### config.mk
export PLATFORM = sky130hd
export DESIGN_NAME = runway_scheduler
export DESIGN_NICKNAME = d
export VERILOG_FILES = /design/src/rtl/runway_scheduler.sv
export SDC_FILE = /design/constraint.sdc
export NUM_CORES = 1
export LEC_CHECK = 0
export BUFFER_PORTS_ARGS = -buffer_cell sky130_fd_sc_hd__buf_4
export CAP_MARGIN = 20
export CORE_MARGIN = 2
export CORE_UTILIZATION = 44
export DETAILED_ROUTE_END_ITERATION = 10
export GPL_ROUTABILITY_DRIVEN = 0
export PLACE_DENSITY = 0.77
export SKIP_CTS_REPAIR_TIMING = 1
export SYNTH_ARGS = -nofsm -noshare
export SYNTH_HDL_FRONTEND = slang
export SYNTH_SLANG_ARGS = --single-unit
### constraint.sdc
create_clock -name CLK -period 2.6 [get_ports CLK]
set_input_delay 0.13 -clock CLK [delete_from_list [all_inputs] [get_ports CLK]]
set_output_delay 0.13 -clock CLK [all_outputs]
set_load 0.03 [all_outputs]
### src/rtl/runway_scheduler.sv
// Two-runway scheduler: queues landing/takeoff requests in FIFOs and grants
// runways one at a time, gated by the ECSU weather risk level.
module runway_scheduler #(
    parameter int DEPTH           = 4,
    parameter int ID_W            = 4,
    parameter int SEP_CYCLES      = 3,
    parameter int MAX_LAND_STREAK = 3
) (
    input  logic                    CLK,
    input  logic                    RST,
    input  logic [1:0]              ECSU_state,
    input  logic                    land_req,
    input  logic [ID_W-1:0]         land_id,
    input  logic                    takeoff_req,
    input  logic [ID_W-1:0]         takeoff_id,
    input  logic [1:0]              runway_release,
    output logic                    grant_valid,
    output logic                    grant_is_landing,
    output logic [ID_W-1:0]         grant_id,
    output logic                    grant_runway,
    output logic [1:0]              runway_busy,
    output logic [$clog2(DEPTH):0]  land_count,
    output logic [$clog2(DEPTH):0]  takeoff_count,
    output logic                    land_overflow,
    output logic                    takeoff_overflow,
    output logic [1:0]              sched_state
);

    localparam int PTR_W    = $clog2(DEPTH);
    localparam int CNT_W    = PTR_W + 1;
    localparam int SEP_W    = (SEP_CYCLES > 0) ? $clog2(SEP_CYCLES + 1) : 1;
    localparam int STREAK_W = (MAX_LAND_STREAK > 0) ? $clog2(MAX_LAND_STREAK + 1) : 1;

    localparam logic [1:0] RISK_CLEAR   = 2'b00;
    localparam logic [1:0] RISK_CAUTION = 2'b01;
    localparam logic [1:0] RISK_HIGH    = 2'b10;

    typedef enum logic [1:0] {
        S_IDLE  = 2'b00,
        S_GRANT = 2'b01,
        S_HOLD  = 2'b11
    } state_t;

    state_t                 state_reg, state_next;
    logic [SEP_W-1:0]       sep_reg, sep_next;
    logic [STREAK_W-1:0]    streak_reg, streak_next;
    logic [1:0]             busy_reg, busy_next;
    logic                   grant_valid_reg;
    logic                   grant_land_reg;
    logic [ID_W-1:0]        grant_id_reg;
    logic                   grant_runway_reg;

    // Index 0 is the landing FIFO, index 1 the takeoff FIFO.
    logic [1:0]             push;
    logic [1:0]             pop;
    logic [1:0][ID_W-1:0]   din;
    logic [1:0][ID_W-1:0]   head;
    logic [1:0][CNT_W-1:0]  count;
    logic [1:0]             overflow;

    assign push = {takeoff_req, land_req};
    assign din  = {takeoff_id, land_id};

    genvar gi;
    generate
        for (gi = 0; gi < 2; gi++) begin : gen_fifo
            logic [ID_W-1:0]  mem [DEPTH];
            logic [PTR_W-1:0] wr_ptr_reg;
            logic [PTR_W-1:0] rd_ptr_reg;
            logic [CNT_W-1:0] count_reg;
            logic             overflow_reg;
            logic             full;
            logic             do_push;

            // Fullness uses the pre-edge count, so a same-edge pop never rescues a push.
            assign full    = (count_reg == CNT_W'(DEPTH));
            assign do_push = push[gi] && !full;

            always_ff @(posedge CLK or posedge RST) begin
                if (RST) begin
                    for (int i = 0; i < DEPTH; i++) begin
                        mem[i] <= '0;
                    end
                    wr_ptr_reg   <= '0;
                    rd_ptr_reg   <= '0;
                    count_reg    <= '0;
                    overflow_reg <= 1'b0;
                end else begin
                    if (do_push) begin
                        mem[wr_ptr_reg] <= din[gi];
                        wr_ptr_reg      <= wr_ptr_reg + 1'b1;
                    end
                    if (pop[gi]) begin
                        rd_ptr_reg <= rd_ptr_reg + 1'b1;
                    end
                    if (push[gi] && full) begin
                        overflow_reg <= 1'b1;
                    end
                    case ({do_push, pop[gi]})
                        2'b10:   count_reg <= count_reg + 1'b1;
                        2'b01:   count_reg <= count_reg - 1'b1;
                        default: count_reg <= count_reg;
                    endcase
                end
            end

            assign head[gi]     = mem[rd_ptr_reg];
            assign count[gi]    = count_reg;
            assign overflow[gi] = overflow_reg;
        end
    endgenerate

    // Runway permissions per risk level
    logic [1:0] free;
    logic [1:0] land_rw_ok;
    logic [1:0] to_rw_ok;
    logic       land_elig;
    logic       to_elig;
    logic       pick_takeoff;
    logic       candidate;
    logic [1:0] sel_mask;
    logic       sel_runway;
    logic       do_grant;

    assign free = ~busy_reg;

    always_comb begin
        land_rw_ok = 2'b00;
        to_rw_ok   = 2'b00;
        case (ECSU_state)
            RISK_CLEAR: begin
                land_rw_ok = free;
                to_rw_ok   = free;
            end
            RISK_CAUTION: begin
                if (busy_reg == 2'b00) begin
                    land_rw_ok = free;
                    to_rw_ok   = free;
                end
            end
            RISK_HIGH: begin
                land_rw_ok = {1'b0, free[0]};
            end
            default: begin
                land_rw_ok = 2'b00;
                to_rw_ok   = 2'b00;
            end
        endcase
    end

    assign land_elig    = (count[0] != '0) && (land_rw_ok != 2'b00);
    assign to_elig      = (count[1] != '0) && (to_rw_ok != 2'b00);
    assign pick_takeoff = to_elig && (!land_elig || (streak_reg == STREAK_W'(MAX_LAND_STREAK)));
    assign candidate    = land_elig || to_elig;
    assign sel_mask     = pick_takeoff ? to_rw_ok : land_rw_ok;
    assign sel_runway   = ~sel_mask[0];

    always_comb begin
        state_next = state_reg;
        sep_next   = sep_reg;
        do_grant   = 1'b0;
        case (state_reg)
            S_IDLE: begin
                if (candidate) begin
                    state_next = S_GRANT;
                    do_grant   = 1'b1;
                end
            end
            S_GRANT: begin
                if (SEP_CYCLES == 0) begin
                    state_next = S_IDLE;
                end else begin
                    state_next = S_HOLD;
                    sep_next   = SEP_W'(SEP_CYCLES);
                end
            end
            S_HOLD: begin
                sep_next = sep_reg - 1'b1;
                if (sep_reg == SEP_W'(1)) begin
                    state_next = S_IDLE;
                end
            end
            default: begin
                state_next = S_IDLE;
            end
        endcase
    end

    assign pop = {do_grant && pick_takeoff, do_grant && !pick_takeoff};

    always_comb begin
        busy_next = busy_reg & ~runway_release;
        if (do_grant) begin
            busy_next[sel_runway] = 1'b1;
        end
    end

    // An empty takeoff queue means nobody is starving, so the streak restarts.
    always_comb begin
        streak_next = streak_reg;
        if ((count[1] == '0) || (do_grant && pick_takeoff)) begin
            streak_next = '0;
        end else if (do_grant && (streak_reg != STREAK_W'(MAX_LAND_STREAK))) begin
            streak_next = streak_reg + 1'b1;
        end
    end

    always_ff @(posedge CLK or posedge RST) begin
        if (RST) begin
            state_reg        <= S_IDLE;
            sep_reg          <= '0;
            streak_reg       <= '0;
            busy_reg         <= 2'b00;
            grant_valid_reg  <= 1'b0;
            grant_land_reg   <= 1'b0;
            grant_id_reg     <= '0;
            grant_runway_reg <= 1'b0;
        end else begin
            state_reg       <= state_next;
            sep_reg         <= sep_next;
            streak_reg      <= streak_next;
            busy_reg        <= busy_next;
            grant_valid_reg <= do_grant;
            if (do_grant) begin
                grant_land_reg   <= !pick_takeoff;
                grant_id_reg     <= pick_takeoff ? head[1] : head[0];
                grant_runway_reg <= sel_runway;
            end
        end
    end

    assign grant_valid      = grant_valid_reg;
    assign grant_is_landing = grant_land_reg;
    assign grant_id         = grant_id_reg;
    assign grant_runway     = grant_runway_reg;
    assign runway_busy      = busy_reg;
    assign land_count       = count[0];
    assign takeoff_count    = count[1];
    assign land_overflow    = overflow[0];
    assign takeoff_overflow = overflow[1];
    assign sched_state      = state_reg;

endmodule

==> results.cfg <==
[outcome]
status = finished, final reports clean

[placement]
port_buffers = 34
dpl.cell_count = 329
dp_hpwl_um = 4000

[timing]
worstMarginPinSlew_ns = 0.741
slew_viol_final = 0
rsz0062_at_grt = no
finalSetupViolCount = 0
tns_ns = 0
hold_viol = 0
period_needed_ns = 2.46
maxClockFrequency_ghz = 0.406
finClkSkew_ns = 0.00762
maxSlewHeadroom_pct = 49.3
hold_ws_ns = 0.0293
final.period_utilization_pct = 94.7

[cts]
path_clk_slew_ns = 0.07
ctsHtreeMaxLevel = 3
cts_made_buffers = 9
clock_sinks = 63
clockBufferDepth = 2
clkLatencyLatePin_ns = 0.35
cts_tree = yes
clk_root_buffer_cell = clkbuf_8

[synth]
syn_area_per_cell_um2 = 13.9
syn_area_um2 = 2960
synth_async_sr_flop_share_pct = 100
synth_edf_count = 0
ys_warn_count = 0
ys.flop_type = dfrtp_1
syn_inst = 213
yosys-top-cells-count = dfrtp_1 (63), mux2_2 (36), ha_1 (12), inv_1 (12), nand2_1 (11)
yosysTopAreaCell = dfrtp_1
syn_nets = 243
synth.most_common_cell = dfrtp_1
yosysTopAreaCellShare_pct = 53.3
ys_seq_elements = 63
yosysSeqAreaShare_pct = 53.3
ys_top_cells_by_area = dfrtp_1 (53%), mux2_2 (14%), mux4_2 (6.1%)
ys_types = 40

[cells_and_area]
largest_reg_flops = 32
drive_gt1_share_pct = 42.4
fin_nets = 296
antenna_cells = 0
instances_no_fill = 348
area.growth.synth_to_final_pct = 21.6
regMostFlops = gen_fifo.mem
utilization_pct = 56.0

[worst_setup_path]
critical_path_buf_inv_count = 0
reg2reg_from = runway_busy[0]
slowest_stage = or4b_4
worst_ep_arrival_time_ns = 2.70
critPathLaunchType = flop
path_max_fanout = 7
reg2reg_depth = 6
endpoint_kind = flop
rrSetupSlack_ns = 0.14
worst-path-stages = 6
cp_slowest_stage_delay_ns = 0.53
crit_path_end = takeoff_count[1]
cp_cell_sequence = maj3_2 > or4b_4 > nor2_2 > ha_1 > fa_1 > mux2_2
worstPathRequired_ns = 2.83
path_class = flop to flop
timing.critical_path.max_delay_family = adder cells
r2r_end = takeoff_count[1]
crit_start = runway_busy[0]

[die]
initial_core_util_pct = 46.1
io_pins = 35
die_area_um2 = 7400
fp.coreArea_um2 = 6420
die_h_um = 86.0
rows = 29
die_x_um = 86.0

[detailed_routing]
drt_iter0_markers = 55
wl_per_cell_um = 16.4
drtAntennaViolNets = 0
via_per_inst = 5.35
first_pass_iters = 4
vias = 1862
drt-total-wl_um = 5710
route.detailed.drc = 0

[pwr]
power_density_nw_per_um2 = 1280
power_leakage_nw = 1.63
peakVddDrop_uv = 582
fin_total_pwr_mw = 4.61

[grt]
grt_use_total_pct = 17.5
grt_pass1_vias = 1982
globalRouteOverflowTotal = 0
grt_antenna_before_repair = 0
grt_max_degree = 36
grt_pass1_wl_um = 9640

[hold_path]
hold_depth = 2
hp-class = input port to flop

[flow_run]
maxCapViolCount = 0
==> power by group <==
| part | switching (mW) | internal [mW] | total, mW |
|---|---|---|---|
| registers | 0.378 | 1.46 | 1.84 |
| clock network | 0.385 | 0.463 | 0.848 |
| logic | 0.908 | 1.02 | 1.92 |
| total | 1.67 | 2.94 | 4.61 |
==> layer usage <==
metal / global-route usage [%] / share of wire, %
met3: 3.66 / 3.0
met4: 11.3 / 3.5
met5: 0 / 0
met1: 21.6 / 45
met2: 27.8 / 49
==> cell families (layout without fill, tap and decap cells) <==
| group | Yosys count | count (layout) | share of synthesized area (%) |
|---|---|---|---|
| and+or+nand+nor | 34 | 34 | 6.34 |
| muxes | 47 | 47 | 20.8 |
| AOI/OAI and AO/OA | 26 | 26 | 6.93 |
| DFF | 63 | 63 | 53.3 |
| adders and majority gates | 15 | 15 | 6.81 |
| buffers and inverters | 16 | 74 | 2.28 |
| xor gates and xnor gates | 12 | 12 | 3.55 |
==> worst reg2reg max path, cell delays in order, from the launching register on <==
cell and delay, ns:
dfrtp_2 0.45, maj3_2 0.34, or4b_4 0.53, nor2_2 0.13
ha_1 0.21, fa_1 0.41, mux2_2 0.27
==> cell usage in the layout, fill, tap and decap left out, types with 2 or more instances in the layout <==
| cell type | instances |
|---|---|
| fa_1 | 2 |
| dfrtp_1 | 61 |
| nor2_1 | 8 |
| clkinvlp_4 | 2 |
| nor3_1 | 2 |
| mux2i_1 | 3 |
| o211ai_1 | 3 |
| or3_1 | 2 |
| xnor2_1 | 7 |
| o21a_1 | 2 |
| a21boi_1 | 2 |
| dlygate4sd3_1 | 3 |
| nand2_1 | 11 |
| a221o_1 | 4 |
| clkinv_2 | 3 |
| ha_1 | 12 |
| xor2_1 | 5 |
| dfrtp_2 | 2 |
| inv_1 | 11 |
| clkbuf_8 | 10 |
| mux4_2 | 8 |
| nor3b_1 | 4 |
| a31o_2 | 2 |
| mux2_2 | 36 |
| o21ai_0 | 4 |
| buf_4 | 42 |
==> layout make-up <==
class	count	area (µm²)
inverter	12	45.0
clock buffer	10	138
fill	560	2820
timing repair buffer	46	365
tap	77	96.3
multi-input combinational	134	1320
sequential	63	1580
clock inverter	6	60.1
==> worst min path at each step <==
stage,from,end,slack [ns]
finish,takeoff_req,takeoff_overflow,0.03
global route,takeoff_req,takeoff_overflow,0.03
CTS,RST,gen_fifo[1].mem[9],-0.12
detailed placement,RST,gen_fifo[1].mem[1],0.26
global placement,RST,gen_fifo[1].mem[1],0.25
floorplan,runway_release[0],runway_busy[0],0.22
==> metrics by stage <==
step / instance area [µm²] / setup WS (ns)
floorplan: 2960 / 0.0345
finish: 3600 / 0.137
global placement: 3370 / 0.177
CTS: 3570 / 0.121
global route: 3600 / 0.0381
detailed placement: 3370 / 0.142
Note: power is estimated with default switching activity, not from simulation.
